[config.mk]
export PLATFORM = sky130hd
export DESIGN_NAME = instr_fetch_stage
export DESIGN_NICKNAME = d
export VERILOG_FILES = /design/src/rtl/instr_fetch_stage_pkg.sv /design/src/rtl/instr_fetch_stage_if_id_reg.sv /design/src/rtl/instr_fetch_stage.sv
export SDC_FILE = /design/constraint.sdc
export NUM_CORES = 1
export LEC_CHECK = 0
export CAP_MARGIN = 15
export CORE_ASPECT_RATIO = 0.5
export CORE_MARGIN = 4
export CORE_UTILIZATION = 40
export DETAILED_ROUTE_END_ITERATION = 12
export GPL_ROUTABILITY_DRIVEN = 0
export PLACE_DENSITY = 0.68
export SYNTH_ARGS = -nofsm -noshare
export SYNTH_HDL_FRONTEND = slang
export SYNTH_SLANG_ARGS = --single-unit
[constraint.sdc]
create_clock -name clk -period 3.9 [get_ports clk]
set_input_delay 1.17 -clock clk [delete_from_list [all_inputs] [get_ports clk]]
set_output_delay 1.17 -clock clk [all_outputs]
set_load 0.1 [all_outputs]
[src/rtl/instr_fetch_stage_pkg.sv]
// Shared definitions for the MIPS fetch stage: opcodes, fetch FSM states, default reset PC.
package instr_fetch_stage_pkg;

  localparam logic [5:0] OP_RTYPE = 6'b000000;
  localparam logic [5:0] OP_LW    = 6'b100011;
  localparam logic [5:0] OP_SW    = 6'b101011;
  localparam logic [5:0] OP_BEQ   = 6'b000100;
  localparam logic [5:0] OP_ADDI  = 6'b001000;

  localparam logic [31:0] DEFAULT_RESET_PC = 32'h0000_0000;

  typedef enum logic [1:0] {
    ST_IDLE  = 2'd0,
    ST_FETCH = 2'd1,
    ST_DRAIN = 2'd2,
    ST_HOLD  = 2'd3
  } fetch_state_t;

endpackage

[src/rtl/instr_fetch_stage_if_id_reg.sv]
// IF/ID pipeline register: load captures a new instruction, flush invalidates it.
module if_id_reg #(
  parameter int unsigned AW = 32
) (
  input  logic          clk,
  input  logic          rst_n,
  input  logic          load,
  input  logic          flush,
  input  logic [AW-1:0] pc_in,
  input  logic [AW-1:0] pc_plus4_in,
  input  logic [31:0]   instr_in,
  output logic          valid_out,
  output logic [AW-1:0] pc_out,
  output logic [AW-1:0] pc_plus4_out,
  output logic [31:0]   instr_out
);

  logic          valid_q, valid_d;
  logic [AW-1:0] pc_q, pc_d;
  logic [AW-1:0] pc_plus4_q, pc_plus4_d;
  logic [31:0]   instr_q, instr_d;

  always_comb begin
    valid_d    = valid_q;
    pc_d       = pc_q;
    pc_plus4_d = pc_plus4_q;
    instr_d    = instr_q;
    if (flush) begin
      valid_d = 1'b0;
    end else if (load) begin
      valid_d    = 1'b1;
      pc_d       = pc_in;
      pc_plus4_d = pc_plus4_in;
      instr_d    = instr_in;
    end
  end

  always_ff @(posedge clk or negedge rst_n) begin
    if (!rst_n) begin
      valid_q    <= 1'b0;
      pc_q       <= '0;
      pc_plus4_q <= '0;
      instr_q    <= '0;
    end else begin
      valid_q    <= valid_d;
      pc_q       <= pc_d;
      pc_plus4_q <= pc_plus4_d;
      instr_q    <= instr_d;
    end
  end

  assign valid_out    = valid_q;
  assign pc_out       = pc_q;
  assign pc_plus4_out = pc_plus4_q;
  assign instr_out    = instr_q;

endmodule

[src/rtl/instr_fetch_stage.sv]
// MIPS instruction fetch stage: PC, imem req/ack FSM, hold buffer, IF/ID register.
// Optional performance counters built when IF_PERF_CNT_EN is defined.
module instr_fetch_stage
  import instr_fetch_stage_pkg::*;
#(
  parameter logic [31:0] RESET_PC = DEFAULT_RESET_PC,
  parameter int unsigned AW       = 32
) (
  input  logic          clk,
  input  logic          rst_n,
  input  logic          stall,
  input  logic          branch_taken,
  input  logic [AW-1:0] branch_target,
  output logic          imem_req,
  output logic [AW-1:0] imem_addr,
  input  logic          imem_ack,
  input  logic [31:0]   imem_rdata,
  output logic          if_valid,
  output logic [AW-1:0] if_pc,
  output logic [AW-1:0] if_pc_plus4,
  output logic [31:0]   if_instr,
  output logic [5:0]    instr_op,
  output logic [31:0]   perf_fetches,
  output logic [31:0]   perf_stalls
);

  fetch_state_t  state_q, state_d;
  logic [AW-1:0] pc_q, pc_d;
  logic [AW-1:0] drain_addr_q, drain_addr_d;
  logic [AW-1:0] hold_pc_q, hold_pc_d;
  logic [31:0]   hold_instr_q, hold_instr_d;

  logic          ifid_load;
  logic          ifid_flush;
  logic [AW-1:0] ifid_pc;
  logic [31:0]   ifid_instr;
  logic [AW-1:0] target_aligned;
  logic [AW-1:0] pc_next_seq;

  assign target_aligned = branch_target & ~AW'(3);
  assign pc_next_seq    = pc_q + AW'(4);

  always_comb begin
    state_d      = state_q;
    pc_d         = pc_q;
    drain_addr_d = drain_addr_q;
    hold_pc_d    = hold_pc_q;
    hold_instr_d = hold_instr_q;
    ifid_load    = 1'b0;
    ifid_flush   = 1'b0;
    ifid_pc      = pc_q;
    ifid_instr   = imem_rdata;
    imem_req     = 1'b0;
    imem_addr    = pc_q;

    unique case (state_q)
      ST_IDLE: begin
        state_d = ST_FETCH;
        if (branch_taken) begin
          pc_d       = target_aligned;
          ifid_flush = 1'b1;
        end
      end

      ST_FETCH: begin
        imem_req = 1'b1;
        if (branch_taken) begin
          // The request at pc_q is outstanding; without an ack it must be drained.
          pc_d       = target_aligned;
          ifid_flush = 1'b1;
          if (!imem_ack) begin
            drain_addr_d = pc_q;
            state_d      = ST_DRAIN;
          end
        end else if (imem_ack) begin
          pc_d = pc_next_seq;
          if (stall) begin
            hold_pc_d    = pc_q;
            hold_instr_d = imem_rdata;
            state_d      = ST_HOLD;
          end else begin
            ifid_load = 1'b1;
          end
        end
      end

      ST_DRAIN: begin
        imem_req  = 1'b1;
        imem_addr = drain_addr_q;
        if (branch_taken) begin
          pc_d       = target_aligned;
          ifid_flush = 1'b1;
        end else if (imem_ack) begin
          state_d = ST_FETCH;
        end
      end

      ST_HOLD: begin
        if (branch_taken) begin
          pc_d         = target_aligned;
          ifid_flush   = 1'b1;
          hold_pc_d    = '0;
          hold_instr_d = '0;
          state_d      = ST_FETCH;
        end else if (!stall) begin
          ifid_load  = 1'b1;
          ifid_pc    = hold_pc_q;
          ifid_instr = hold_instr_q;
          state_d    = ST_FETCH;
        end
      end

      default: state_d = ST_IDLE;
    endcase
  end

  always_ff @(posedge clk or negedge rst_n) begin
    if (!rst_n) begin
      state_q      <= ST_IDLE;
      pc_q         <= AW'(RESET_PC);
      drain_addr_q <= '0;
      hold_pc_q    <= '0;
      hold_instr_q <= '0;
    end else begin
      state_q      <= state_d;
      pc_q         <= pc_d;
      drain_addr_q <= drain_addr_d;
      hold_pc_q    <= hold_pc_d;
      hold_instr_q <= hold_instr_d;
    end
  end

  if_id_reg #(
    .AW(AW)
  ) u_if_id_reg (
    .clk          (clk),
    .rst_n        (rst_n),
    .load         (ifid_load),
    .flush        (ifid_flush),
    .pc_in        (ifid_pc),
    .pc_plus4_in  (ifid_pc + AW'(4)),
    .instr_in     (ifid_instr),
    .valid_out    (if_valid),
    .pc_out       (if_pc),
    .pc_plus4_out (if_pc_plus4),
    .instr_out    (if_instr)
  );

  assign instr_op = if_instr[31:26];

`ifdef IF_PERF_CNT_EN
  logic [31:0] perf_fetches_q, perf_fetches_d;
  logic [31:0] perf_stalls_q, perf_stalls_d;

  always_comb begin
    perf_fetches_d = perf_fetches_q;
    perf_stalls_d  = perf_stalls_q;
    if (ifid_load) perf_fetches_d = perf_fetches_q + 32'd1;
    if (stall && if_valid) perf_stalls_d = perf_stalls_q + 32'd1;
  end

  always_ff @(posedge clk or negedge rst_n) begin
    if (!rst_n) begin
      perf_fetches_q <= '0;
      perf_stalls_q  <= '0;
    end else begin
      perf_fetches_q <= perf_fetches_d;
      perf_stalls_q  <= perf_stalls_d;
    end
  end

  assign perf_fetches = perf_fetches_q;
  assign perf_stalls  = perf_stalls_q;
`else
  assign perf_fetches = '0;
  assign perf_stalls  = '0;
`endif

endmodule

==> results.json <==
{
  "period_minus_slack_ps": 3597,
  "clk_latency_ps": 510,
  "drive_gt1_share_pct": 16.23,
  "die_area_mm2": 0.03294,
  "areaGrowthSynthToFinish_pct": 24.01,
  "cp.arrival_ps": 2430,
  "cp.required_ps": 2730,
  "routed_wl_um": 33400,
  "grt_pass1_wl_um": 53100,
  "reg2reg_depth": 7,
  "hold_viol_final": 0,
  "io_buffer_count": 200,
  "track_usage_pct": 19.74,
  "synthFlopType": "dfrtp_1",
  "cts.sinks": 221,
  "wl_per_cell_um": 17.92,
  "start_util_pct": 40.97,
  "start_kind": "flop",
  "status": "completed",
  "cts_resized": 0,
  "tritoncts": "built",
  "rows": 44,
  "die_h_um": 130.4,
  "most-common-layout-cells": "nand2_1, dfrtp_1, o21ai_0, a31oi_1, buf_4",
  "clock_skew_ps": 9.572,
  "ant_nets": 0,
  "hold_buffers": 0,
  "holdCritPathClass": "flop to flop",
  "register_area_mm2": 0.005530,
  "critPathMaxFanout": 28,
  "dr.pass1.iters": 5,
  "nets": 1533,
  "drcViolationCount": 0,
  "synth_area_per_cell_um2": 9.012,
  "worstMarginPinSlew_ps": 998.9,
  "clockRootBuffer": "clkbuf_16",
  "synthCells": 1329,
  "antenna_cells": 0,
  "multiInputGateArea_mm2": 0.005673,
  "finalSetupTns_ps": 0,
  "period_share_pct": 92.22,
  "n_fill_cell": 2640,
  "synth.distinct_cells": 60,
  "drv_slew": 0,
  "rsz0062_at_grt": "false",
  "synth_seq_area_share_pct": 46.18,
  "synthArstFlopShare_pct": 100.0,
  "cp-end-kind": "primary output",
  "setup-violations-final": 0,
  "dp_hpwl_um": 23770,
  "cts_buffers": 23,
  "synth_seq_cells": 221,
  "overflow": 0,
  "fmax_mhz": 278.0,
  "grt_start_max_net_pins": 97,
  "route.vias.total": 10030,
  "routed_via_density": 5.380,
  "final_common_cell": "nand2_1",
  "die_w_um": 252.7,
  "crit_type": "flop to primary output",
  "first_iter_violations": 776,
  "synth_edf_count": 0,
  "ioPinCount": 269,
  "post_cts_buffers": 0,
  "cts.htree.levels": 1,
  "slew_headroom_pct": 33.20,
  "clk_pin_slew_ps": 60,
  "clock_path_buffers": 3,
  "antenna_found_initial": 0,
  "hold_depth": 2,
  "netlist_area_mm2": 0.01198,
  "grt_pass1_vias": 9833,
  "core_mm2": 0.02923,
  "max_cap_viol_count": 0,
  "yosys_warnings": 0
}
synthesized netlist by cell type, types with 3 or more instances:
library cell | instances | area, µm²
nand2_1 | 252 | 945.9
dfrtp_1 | 221 | 5530
o21ai_0 | 110 | 550.5
a31oi_1 | 99 | 619.3
clkbuf_1 | 85 | 319.1
buf_4 | 75 | 563.0
nor2_1 | 63 | 236.5
nor2b_1 | 60 | 375.4
mux2_2 | 55 | 619.3
mux2i_1 | 30 | 300.3
xnor2_1 | 29 | 254.0
o21ai_1 | 25 | 125.1
nand3_1 | 19 | 95.09
buf_2 | 15 | 75.07
nor3_1 | 15 | 75.07
nor4_1 | 15 | 93.84
xor2_1 | 13 | 113.9
a21oi_1 | 12 | 60.06
and3_1 | 12 | 75.07
inv_1 | 12 | 45.04
nand4_1 | 11 | 68.82
a21o_1 | 10 | 75.07
buf_1 | 9 | 33.78
or3_1 | 8 | 50.05
a221o_1 | 7 | 70.07
and2_1 | 6 | 37.54
ha_1 | 5 | 62.56
o22ai_1 | 5 | 31.28
nor4_2 | 4 | 50.05
o221ai_1 | 4 | 35.03
and4_1 | 3 | 26.28
o211ai_1 | 3 | 22.52
final timing paths:
| check | start | end | slack (ps) |
|---|---|---|---|
| setup reg to reg | state_q[0] | u_if_id_reg.pc_plus4_out[28] | 920 |
| max in group asynchronous | rst_n | u_if_id_reg.instr_out[21] | 2350 |
| hold / removal | u_if_id_reg.pc_out[31] | u_if_id_reg.pc_out[31] | 480 |
| setup / recovery | state_q[0] | imem_addr[27] | 300 |
| hold reg to reg | u_if_id_reg.pc_out[31] | u_if_id_reg.pc_out[31] | 480 |
| min in group asynchronous | rst_n | drain_addr_q[10] | 650 |
stage by stage:
step / hold slack [ps] / cell area, µm² / instances / util (%) / worst slack, ps
2_1_floorplan: 450.2 / 12240 / 1394 / - / -383.3
6_report: 479.9 / 14850 / 1864 / 50.80 / 303.2
3_3_place_gp: 463.3 / 14110 / 1825 / 48.27 / 397.5
5_1_grt: 495.7 / 14850 / 1864 / 50.80 / 182.8
3_5_place_dp: 471.7 / 14110 / 1825 / 48.27 / 360.2
4_1_cts: 485.9 / 14850 / 1864 / 50.80 / 280.1
critical path: stages, from the launching register on:
cell and delay, ps:
dfrtp_1 410, inv_1 70, ha_1 420, buf_4 400, mux2_2 420, buf_12 170
layout make-up:
type,count,area share (%)
sequential,221,37.24
multi-input combinational,975,38.20
timing repair buffer,226,15.97
inverter,12,0.3033
clock inverter,9,0.8088
tap,391,3.294
clock buffer,30,4.187
kinds of logic after synthesis:
logic type	share of synthesized area (%)
simple gates	19.25
xor+xnor	3.071
compound gates	14.33
other cells	0.03131
flops	46.18
fa+ha+maj	0.5224
buf+inv	8.838
mux	7.773
metal layers:
metal | track usage, % | share of wire [%] | up-vias
met2 | 34.03 | 49 | 333
li1 | - | - | 4708
met1 | 26.23 | 43 | 4925
met3 | 3.465 | 5.8 | 63
met5 | 0 | 0 | -
met4 | 5.021 | 2.6 | 0
flip-flops by register name (all words and copies together), names as in the netlist:
signal	count
pc_q	30
hold_pc_q	32
u_if_id_reg.valid_out	1
state_q	2
u_if_id_reg.instr_out	32
drain_addr_q	30
u_if_id_reg.pc_out	30
u_if_id_reg.pc_plus4_out	32
hold_instr_q	32
Power is not shown: default switching activity piles up to over one toggle a cycle in this logic, so the estimate is an artifact.
